--- config.mk ---
export PLATFORM = sky130hd
export DESIGN_NAME = cacheline_adapter_flat
export DESIGN_NICKNAME = d
export VERILOG_FILES = /design/src/rtl/cacheline_pkg.sv /design/src/rtl/cacheline_adapter_if.sv /design/src/rtl/cacheline_adapter.sv /design/src/flat_wrapper.sv
export SDC_FILE = /design/constraint.sdc
export NUM_CORES = 1
export LEC_CHECK = 0
export BUFFER_PORTS_ARGS = -buffer_cell sky130_fd_sc_hd__buf_4
export CORE_AREA = 4 4 273 275
export CTS_CLUSTER_DIAMETER = 200
export DETAILED_ROUTE_END_ITERATION = 6
export DIE_AREA = 0 0 277 279
export GPL_TIMING_DRIVEN = 0
export HOLD_SLACK_MARGIN = 0.1
export PLACE_DENSITY = 0.53
export SETUP_SLACK_MARGIN = 0.05
export SYNTH_ARGS = -nofsm -noshare
export SYNTH_HDL_FRONTEND = slang
export SYNTH_SLANG_ARGS = --single-unit
--- constraint.sdc ---
create_clock -name clk -period 4.1 [get_ports clk]
set_input_delay 0.82 -clock clk [delete_from_list [all_inputs] [get_ports clk]]
set_output_delay 0.82 -clock clk [all_outputs]
set_load 0.02 [all_outputs]
--- src/rtl/cacheline_pkg.sv ---
// Shared constants, FSM state encoding and address alignment helper for the cacheline adapter.
package cacheline_pkg;

    localparam int ADDR_WIDTH  = 32;
    localparam int LINE_WIDTH  = 256;
    localparam int BURST_WIDTH = 64;
    localparam int BEATS       = LINE_WIDTH / BURST_WIDTH;
    localparam int OFFSET_BITS = 5;

    typedef enum logic [1:0] {
        IDLE  = 2'd0,
        READ  = 2'd1,
        WRITE = 2'd2,
        DONE  = 2'd3
    } state_t;

    function automatic logic [ADDR_WIDTH-1:0] line_align(input logic [ADDR_WIDTH-1:0] a);
        return a & ~ADDR_WIDTH'((1 << OFFSET_BITS) - 1);
    endfunction

endpackage

--- src/rtl/cacheline_adapter_if.sv ---
// Arbiter-side line port plus memory-side burst port of the cacheline adapter.
interface cacheline_adapter_if;
    import cacheline_pkg::*;

    logic [LINE_WIDTH-1:0]  line_i;
    logic [LINE_WIDTH-1:0]  line_o;
    logic [ADDR_WIDTH-1:0]  address_i;
    logic                   read_i;
    logic                   write_i;
    logic                   resp_o;
    logic [BURST_WIDTH-1:0] burst_i;
    logic [BURST_WIDTH-1:0] burst_o;
    logic [ADDR_WIDTH-1:0]  address_o;
    logic                   read_o;
    logic                   write_o;
    logic                   resp_i;

    modport slave (
        input  line_i, address_i, read_i, write_i, burst_i, resp_i,
        output line_o, resp_o, burst_o, address_o, read_o, write_o
    );

    modport master (
        output line_i, address_i, read_i, write_i, burst_i, resp_i,
        input  line_o, resp_o, burst_o, address_o, read_o, write_o
    );

endinterface

--- src/rtl/cacheline_adapter.sv ---
// Splits one 256-bit line request into a 4-beat 64-bit burst; resp_o pulses one cycle after the 4th beat.
// Memory paces the burst with resp_i (stalls hold state); requests are sampled only in IDLE.
module cacheline_adapter
    import cacheline_pkg::*;
(
    input  logic                clk,
    input  logic                rst,
    cacheline_adapter_if.slave  bus
);

    state_t                                   state, state_nxt;
    logic [1:0]                               cnt;
    logic [BEATS-1:0][BURST_WIDTH-1:0]        buffer;
    logic [ADDR_WIDTH-1:0]                    addr;

    always_ff @(posedge clk) begin
        if (rst) begin
            state  <= IDLE;
            cnt    <= 2'd0;
            buffer <= '0;
            addr   <= '0;
        end else begin
            state <= state_nxt;
            case (state)
                IDLE: begin
                    if (bus.write_i) begin
                        buffer <= bus.line_i;
                        addr   <= line_align(bus.address_i);
                        cnt    <= 2'd0;
                    end else if (bus.read_i) begin
                        addr   <= line_align(bus.address_i);
                        cnt    <= 2'd0;
                    end
                end
                READ: begin
                    if (bus.resp_i) begin
                        buffer[cnt] <= bus.burst_i;
                        cnt         <= cnt + 2'd1;
                    end
                end
                WRITE: begin
                    if (bus.resp_i) begin
                        cnt <= cnt + 2'd1;
                    end
                end
                default: ;
            endcase
        end
    end

    // Counter wraps to 0 on the final beat, which is also the move into DONE.
    always_comb begin
        state_nxt     = state;
        bus.read_o    = 1'b0;
        bus.write_o   = 1'b0;
        bus.resp_o    = 1'b0;
        bus.address_o = '0;
        bus.burst_o   = '0;
        case (state)
            IDLE: begin
                if (bus.write_i) begin
                    state_nxt = WRITE;
                end else if (bus.read_i) begin
                    state_nxt = READ;
                end
            end
            READ: begin
                bus.read_o    = 1'b1;
                bus.address_o = addr;
                if (bus.resp_i && cnt == 2'd3) begin
                    state_nxt = DONE;
                end
            end
            WRITE: begin
                bus.write_o   = 1'b1;
                bus.address_o = addr;
                bus.burst_o   = buffer[cnt];
                if (bus.resp_i && cnt == 2'd3) begin
                    state_nxt = DONE;
                end
            end
            DONE: begin
                bus.resp_o = 1'b1;
                state_nxt  = IDLE;
            end
            default: state_nxt = IDLE;
        endcase
    end

    assign bus.line_o = buffer;

endmodule

--- src/flat_wrapper.sv ---
// flat-port wrapper written by rule: the top's interface ports become plain ports
module cacheline_adapter_flat import cacheline_pkg::*;
  (clk, rst, bus_line_i, bus_address_i, bus_read_i, bus_write_i, bus_burst_i, bus_resp_i, bus_line_o, bus_resp_o, bus_burst_o, bus_address_o, bus_read_o, bus_write_o);
  cacheline_adapter_if bus_i ();
  input  logic clk;
  input  logic rst;
  input wire logic [$bits(bus_i.line_i)-1:0] bus_line_i;
  input wire logic [$bits(bus_i.address_i)-1:0] bus_address_i;
  input wire logic [$bits(bus_i.read_i)-1:0] bus_read_i;
  input wire logic [$bits(bus_i.write_i)-1:0] bus_write_i;
  input wire logic [$bits(bus_i.burst_i)-1:0] bus_burst_i;
  input wire logic [$bits(bus_i.resp_i)-1:0] bus_resp_i;
  output wire logic [$bits(bus_i.line_o)-1:0] bus_line_o;
  output wire logic [$bits(bus_i.resp_o)-1:0] bus_resp_o;
  output wire logic [$bits(bus_i.burst_o)-1:0] bus_burst_o;
  output wire logic [$bits(bus_i.address_o)-1:0] bus_address_o;
  output wire logic [$bits(bus_i.read_o)-1:0] bus_read_o;
  output wire logic [$bits(bus_i.write_o)-1:0] bus_write_o;
  assign bus_i.line_i = bus_line_i;
  assign bus_i.address_i = bus_address_i;
  assign bus_i.read_i = bus_read_i;
  assign bus_i.write_i = bus_write_i;
  assign bus_i.burst_i = bus_burst_i;
  assign bus_i.resp_i = bus_resp_i;
  assign bus_line_o = bus_i.line_o;
  assign bus_resp_o = bus_i.resp_o;
  assign bus_burst_o = bus_i.burst_o;
  assign bus_address_o = bus_i.address_o;
  assign bus_read_o = bus_i.read_o;
  assign bus_write_o = bus_i.write_o;
  cacheline_adapter u_core (.clk(clk), .rst(rst), .bus(bus_i));
endmodule
; ---- Word-level counts from Yosys, hierarchy flattened
; Index checks and enable logic that the tools add are counted.
[word_totals]
reg_bits = 292
[classes]
n_addsub = 1
mux = 23
n_reduce_logical = 11
order_cmp = 2
eq_ne = 9
[op_table]
columns = op, n
row1 = 256-bit two-way mux, 2
row2 = 256-bit one-hot mux with 2 select lines, 1
row3 = 256-bit bitwise mux, 1
row4 = 64-bit two-way mux, 3
row5 = 64-bit binary-select mux with 2-bit select, 1
row6 = 64-bit demux with 2-bit select, 1
row7 = 32-bit two-way mux, 3
row8 = 2-bit two-way mux, 6
row9 = "2-bit == test, second input constant", 3
row10 = 2-bit one-hot mux with 3 select lines, 1
row11 = 3-bit AND reduction, 2
row12 = 2-bit nonzero test, 3
row13 = "2-bit by 1-bit != test with 1-bit output, second input constant", 2
row14 = "2-bit != test, second input constant", 2
row15 = 2-bit one-hot mux with 2 select lines, 1
row16 = 2-bit AND reduction, 2
row17 = "2-bit by 3-bit less-than comparator with 1-bit output, second input constant", 1
row18 = 1-bit two-way mux, 3
row19 = "3-bit != test, second input constant", 1
row20 = "2-bit by 1-bit adder with 2-bit output, second input constant", 1
row21 = "2-bit by 1-bit == test with 1-bit output, second input constant", 1
row22 = "2-bit by 1-bit >= comparator with 1-bit output, second input constant", 1
row23 = 1-bit logical AND, 2
row24 = 2-bit zero test, 1
row25 = 2-bit OR reduction, 1

; ---- Longest topological paths before layout
; Gate-level depths: netlist (run 1).
[depth]
depth_word = 7
depth_mapped = 10
mapped_depth_nobuf = 5

; ---- Worst setup path before layout (run 1)
; OpenSTA, ideal clock, no wires.
[synth_path]
path_kind = register to output
start = register u_core.cnt[0]
end = output port bus_burst_o[36]
slack_ns = 1.704
t_required_ns = 3.280
arrival_time_ns = 1.576
path_stages_with_launch = 6
path_buffers = 3
path_cell_list = dfxtp_1 > clkbuf_1 > buf_4 > buf_6 > mux4_2 > and2_1
[synth_between]
elab_chain_len = 3
[synth_lines]
columns = item, line
row1 = from (decl), cacheline_adapter.sv:12  ; logic [1:0] cnt;
row2 = from (signal assigned), cacheline_adapter.sv:38  ; cnt <= cnt + 2'd1;
row3 = from (signal assigned), cacheline_adapter.sv:43  ; cnt <= cnt + 2'd1;
row4 = 64-bit binary-select mux with 2-bit select, cacheline_adapter.sv:77  ; bus.burst_o = buffer[cnt];
row5 = 64-bit two-way mux (implied by the code), cacheline_adapter.sv:77
row6 = 64-bit two-way mux, cacheline_adapter.sv:59  ; case (state)
row7 = to (decl), flat_wrapper.sv:15  ; output wire logic [$bits(bus_i.burst_o)-1:0] bus_burst_o;
; Every way passes these cells. The select of a mux whose other input is x is not followed.

; ---- Worst setup path after layout (run 1)
[layout_path]
start = register u_core.state[0]
end = output port bus_burst_o[51]
[layout_between]
elab_chain_len = 2
[layout_lines]
columns = item, line
row1 = from (decl), cacheline_adapter.sv:11  ; state_t state, state_nxt;
row2 = from (signal assigned), cacheline_adapter.sv:23  ; state <= state_nxt;
row3 = 2-bit == test, cacheline_adapter.sv:59
row4 = 64-bit two-way mux, cacheline_adapter.sv:59
; Every way passes these cells.

==> results.md, run 1 <==
- Die area: 77,300 sq um
- Worst r2r dst: u_core.bus.line_o[96]$_SDFFE_PP0P_
- Crit Path Class: reg -> out
- Int Power: 10.8 mW
- Commonest non-fill, non-tap cell in the layout: buf_4
- Starting Density: 0.244
- Nets: 2,940
- DR pass1 iterations: 5
- Simple-Gate Fraction of Synth Area: 0.212
- Hold crit path type: reg -> reg
- FF+latch count, synth: 287
- Share of cells above drive strength 1: 0.457
- Antenna violations before repair: 10
- Vias/cell: 5.36
- Xor/xnor share of the synthesized area: 0
- Worst-path fanout max: 10
- Status: finished clean
- Fmax: 260 MHz
- Vias in the first global route: 19.4k
- CP cell instances: inv_1 -> ha_1 -> buf_1 -> buf_8 -> clkbuf_1 -> and2_1 -> buf_4
- Gate power share: 0.571
- Highest cell delay on the worst timing path: 0.64 ns
- Grt total ovfl: 0
- Die H: 279 um
- Final hold vios: 0
- Sequential power share: 0.260
- Pre-CTS setup slack: 0.146 ns
- Lkg Pwr: 9.82 nW
- FF-to-FF Start: u_core.cnt[1]$_SDFFE_PP0P_
- Setup ws final: 0.247 ns
- Post-Synth Adder-Cell Area: 0.00639
- Minimum clock period: 3.85 ns
- Crit path from: u_core.state[0]$_SDFFE_PP0P_
- Worst-Skew Late Latency: 0.56 ns
- Critical path capture point: bus_burst_o[51]
- Final Wtd Congestion: 0.900
- CTS H-tree lvls: 2
- Number of fill cells: 7,543
- NetSw: 9.72 mW
- Largest net degree at the start of global routing: 12
- Power per cell area: 808 nW/um^2
- Switching Share: 0.473
- # DRC: 0
- Num CTS Buffers: 38
- Cells on worst reg2reg path: 8
- Normalized max-slew margin: 0.0231
- RSZ-0062 raised after global routing: no
- Compound-Gate Fraction of Synth Area: 0.299
- Synthesized cell area: 17,600 sq um
- Slowest-stage cell, CP: buf_1
- VDD IR max: 320 uV
- Setup Skew: 0.0141 ns
- WL/cell: 28.3 um
- First-pass GRT wire length: 142,000 um
- Number of gates resized after cts: 3
- Final period util: 0.940
- Rows: 99
- Iter 0 DRT Violations: 1,482
- Endpoint class of the critical path: output pin
- Total global routing track utilization: 0.247
- Mapped Cells: 1,829
- Setup TNS: 0 ns
- Worst-path clk slew: 0.06 ns
- Hpwl dp: 80,000 um
- Port bufs: 700
- Synth Area per Inst: 9.64 sq um
- Mux cell area share after synthesis: 0.0832
- Setup crit start kind: flip-flop
- Synth cell types: 28
- Slew Limit Fails: 0
- Max clock buf depth: 3
- Finish-stage setup viols: 0
- Combinational family with the most area after synthesis: compound AO/OA/AOI/OAI gates
- Crit path DAT: 3.03 ns
- Ports: 712
- YS warnings: 0
- Critical Path RT: 3.28 ns
- Clock sinks: 287
- Flop-to-flop setup slack: 0.33 ns
- Clk pwr share: 0.169
- CTS tree: built
- Via count: 19.1k
- Total wire length: 101,000 um
- Post-CTS Setup Inserts: 0
- Placeable core area: 72,300 sq um
- Post-CTS Hold Buffers: 0
- Detail Route Antenna Nets: 0
- Area grow syn2layout: 44.1%
- Sequential element share of the synthesized area: 0.326
- Maxcap violations: 0
- Worst slew pin tran: 1.47 ns
- Most frequent cells in the layout: buf_4 (710), a21oi_1 (288), dfxtp_1 (287)
- Die width: 277 um
- Clock Tree Root: clkbuf_16
==> per-layer routing <==
| layer | track usage | up-vias | wire length, um |
|---|---|---|---|
| li1 | - | 8366 | - |
| met1 | 0.294 | 9582 | 38800 |
| met2 | 0.439 | 1026 | 50100 |
| met3 | 0.0647 | 145 | 9020 |
| met4 | 0.0695 | 4 | 2900 |
| met5 | 0 | - | 25 |
==> worst min-delay path by stage <==
stage	depth (start not counted)	to	from
2_1_floorplan	2	u_core.addr[10]$_SDFFE_PP0P_	u_core.addr[10]$_SDFFE_PP0P_
3_3_place_gp	2	u_core.addr[31]$_SDFFE_PP0P_	u_core.addr[31]$_SDFFE_PP0P_
3_5_place_dp	2	u_core.addr[27]$_SDFFE_PP0P_	u_core.addr[27]$_SDFFE_PP0P_
4_1_cts	2	u_core.addr[8]$_SDFFE_PP0P_	u_core.addr[8]$_SDFFE_PP0P_
5_1_grt	2	u_core.addr[21]$_SDFFE_PP0P_	u_core.addr[21]$_SDFFE_PP0P_
6_report	2	u_core.addr[13]$_SDFFE_PP0P_	u_core.addr[13]$_SDFFE_PP0P_
==> layout make-up <==
type | count | area, sq um | share of cell area
antenna | 6 | 15.0 | 0.000591
buffer | 237 | 1280 | 0.0506
clock buffer | 56 | 1150 | 0.0454
clock inverter | 12 | 110 | 0.00433
inverter | 4 | 15.0 | 0.000591
multi-input combinational | 1305 | 10600 | 0.418
sequential | 287 | 5750 | 0.226
tap | 959 | 1200 | 0.0472
timing repair buffer | 701 | 5270 | 0.207
==> power by group through the flow <==
stage | registers, mW | clock network, mW | logic (mW)
CTS | 5.31 | 3.51 | 11.8
global placement | 5.33 | 0 | 11.6
detailed placement | 5.35 | 0 | 11.8
global route | 5.42 | 3.62 | 12.4
finish | 5.34 | 3.47 | 11.7
floorplan | 6.06 | 0 | 5.89
==> critical path, delay by kind of cell (launching register included) <==
kind	cells	cell delay, ns
flops	1	0.35
fa+ha+maj	1	0.29
buf+inv	5	1.58
simple gates	1	0.25
==> state kept, by name, indices dropped and copies added, names as in the netlist <==
signal and cells:
u_core.bus.line_o 256, u_core.state 2, u_core.addr 27, u_core.cnt 2
==> through the flow <==
step                area, sq um  power, mW  hold WS (ns)  std cells  utilization
finish                    25400       20.5         0.453       3567        0.351
global route              25400       21.5         0.468       3561        0.351
CTS                       25400       20.6         0.453       3561        0.351
detailed placement        24100       17.1         0.446       3493        0.333
global placement          24100       16.9         0.441       3492        0.333
floorplan                 17600       12.0         0.432       1833            -
==> logic make-up (layout without fill, tap and decap cells) <==
| logic type | after synthesis | in the layout |
|---|---|---|
| muxes | 66 | 66 |
| buffers and inverters | 241 | 1010 |
| AOI/OAI and AO/OA | 554 | 554 |
| other | 1 | 11 |
| adders and majority gates | 9 | 9 |
| DFF | 287 | 287 |
| and+or+nand+nor | 671 | 671 |
==> synthesized netlist by cell type <==
| library cell | number | area share |
|---|---|---|
| conb_1 | 1 | 0.00021 |
| o21a_1 | 1 | 0.00043 |
| clkbuf_1 | 120 | 0.026 |
| mux4_2 | 64 | 0.082 |
| nor3b_1 | 1 | 0.00043 |
| buf_4 | 10 | 0.0043 |
| buf_6 | 35 | 0.022 |
| dfxtp_1 | 287 | 0.33 |
| mux2i_1 | 1 | 0.00057 |
| mux2_4 | 1 | 0.00085 |
| nand2_1 | 55 | 0.012 |
| a21oi_1 | 288 | 0.082 |
| nor2b_1 | 2 | 0.00071 |
| ha_1 | 9 | 0.0064 |
| or4_1 | 2 | 0.00085 |
| buf_1 | 6 | 0.0013 |
| a311oi_2 | 240 | 0.20 |
| nand3_1 | 257 | 0.073 |
| o21ai_1 | 1 | 0.00028 |
| inv_1 | 4 | 0.00085 |
| and2_1 | 95 | 0.034 |
| nand2b_1 | 257 | 0.091 |
| nor3_1 | 1 | 0.00028 |
| a311oi_1 | 17 | 0.0084 |
| buf_2 | 66 | 0.019 |
| or3b_2 | 1 | 0.00050 |
| o31ai_1 | 2 | 0.00085 |
| a21bo_2 | 5 | 0.0028 |
(Power assumes the default switching activity.)
==> run 2: changes to the inputs <==
Settings changed: PLACE_DENSITY 0.53 to not set.
==> results.md, run 2 (same netlist as run 1, synthesis figures left out) <==
- Crit Path Class: reg -> reg
- Post-route insts no fill: 3,557
- Status: finished clean
- Maxcap violations: 0
- Final period util: 0.902
- Setup ws final: 0.402 ns
- Via count: 19.0k
- Lkg Pwr: 9.72 nW
- Detail Route Antenna Nets: 0
- Iter 0 DRT Violations: 1,844
- Clock sinks: 287
- First-pass GRT wire length: 141,000 um
- DP Cell Count: 3,492
- Highest cell delay on the worst timing path: 0.97 ns
- Fmax: 270 MHz
- # DRC: 0
- Total global routing track utilization: 0.247
- Ports: 712
- RSZ-0062 raised after global routing: no
- Share of cells above drive strength 1: 0.453
- Antenna violations before repair: 10
- Placeable core area: 72,300 sq um
- Crit path DAT: 4.14 ns
- VDD IR max: 359 uV
- Worst-path clk slew: 0.06 ns
- Largest net degree at the start of global routing: 12
- Setup crit start kind: flip-flop
- Die H: 279 um
- CP cell instances: clkdlybuf4s15_2 -> buf_2 -> inv_1 -> ha_1 -> clkbuf_1 -> clkbuf_1 -> nand3_1 -> a311oi_2
- Minimum clock period: 3.70 ns
- Commonest non-fill, non-tap cell in the layout: buf_4
- Most frequent cells in the layout: buf_4 (710), a21oi_1 (288), dfxtp_1 (287)
- Worst slew pin tran: 1.38 ns
- Max clock buf depth: 3
- Worst-path fanout max: 10
- CTS H-tree lvls: 2
- Num CTS Buffers: 36
- Final Wtd Congestion: 0.904
- Pwr Total: 20.3 mW
- Setup Skew: 0.0148 ns
- Max FFs per register: 256
- Clock Tree Root: clkbuf_16
- CP most frequent cell: clkbuf_1
- Critical Path RT: 4.55 ns
- Final core utilization: 0.349
- Grt total ovfl: 0
- Total wire length: 101,000 um
- Top Family by Delay on Critical Path: buffers and inverters
- Final hold vios: 0
- DR pass1 iterations: 6
- Setup TNS: 0 ns
- Vias/cell: 5.35
- Worst-Skew Late Latency: 0.55 ns
- Slew Limit Fails: 0
- Vias in the first global route: 18.9k
- Post-CTS Setup Inserts: 0
- Die area: 77,300 sq um
- Hpwl dp: 78,600 um
- Endpoint class of the critical path: flip-flop
- Area grow syn2layout: 43.1%
- Number of fill cells: 7,571
- Starting Density: 0.244
- WL/cell: 28.4 um
- Rows: 99
- Pre-CTS setup slack: 0.165 ns
- Hold crit path type: reg -> reg
- Normalized max-slew margin: 0.0788
- Finish-stage setup viols: 0
- Power per cell area: 804 nW/um^2
- Slowest-stage cell, CP: clkbuf_1
- Buf/Inv on CP: 5
- Nets: 2,937
- Port bufs: 700
- CTS tree: built
- Die width: 277 um
-- run 2: cell count changes in the layout (fill, tap and decap cells not counted) --
cell	change
diode_2	+1
clkbuf_2	-1
clkbuf_1	+5
buf_8	-1
clkbuf_8	-4
clkinv_2	-6
clkdlybuf4s15_2	+1
clkbuf_16	-4
buf_1	-1
-- run 2: through the flow --
stage	area [sq um]	hold WS, ns
after floorplan	17600	0.432
after global placement	24100	0.439
after detailed placement	24100	0.442
after CTS	25200	0.450
after global routing	25200	0.466
final	25200	0.450
-- run 2: timing repair --
| item | 4_1_cts | 5_1_grt |
|---|---|---|
| hold buffers | 0 | 0 |
| gates resized for setup | 5 | 0 |
| setup endpoints to repair | 53 | 0 |
-- run 2: area by class of cell --
cell class	instances	area (sq um)	share of cell area
Multi-Input combinational cell	1305	10600	0.421
Buffer	237	1290	0.0512
Tap cell	959	1200	0.0476
Clock inverter	6	80.1	0.00317
Inverter	4	15.0	0.000595
Clock buffer	52	1010	0.0401
Antenna cell	7	17.5	0.000694
Timing Repair Buffer	700	5260	0.208
Sequential cell	287	5750	0.228
-- run 2: where the power goes --
part	switching (mW)	internal [mW]	total, mW	leakage, nW
sequential	1.34	3.97	5.31	2.37
combinational	7.07	4.76	11.8	6.81
clock	1.32	1.83	3.14	0.536
-- run 2: path summary, 6_finish.rpt --
| kind | startpoint | end | slack, ns | cells past startpoint |
|---|---|---|---|---|
| max reg2reg | u_core.cnt[1]$_SDFFE_PP0P_ | u_core.bus.line_o[28]$_SDFFE_PP0P_ | 0.40 | 8 |
| min reg2reg | u_core.addr[26]$_SDFFE_PP0P_ | u_core.addr[26]$_SDFFE_PP0P_ | 0.45 | 2 |
| max | u_core.cnt[1]$_SDFFE_PP0P_ | u_core.bus.line_o[28]$_SDFFE_PP0P_ | 0.40 | 8 |
| min | u_core.addr[26]$_SDFFE_PP0P_ | u_core.addr[26]$_SDFFE_PP0P_ | 0.45 | 2 |
-- run 2: routing by layer --
metal / vias to the layer above / track usage / part of all wire
met2: 1028 / 0.416 / 0.48
met1: 9445 / 0.314 / 0.40
met4: 4 / 0.0720 / 0.030
li1: 8374 / - / -
met3: 167 / 0.0635 / 0.091
met5: - / 0 / 0.00026
-- run 2: tightest hold or removal path: stages, from the launching register on --
cell and delay, ns:
dfxtp_1 0.30, nand2_1 0.05, a21oi_1 0.05
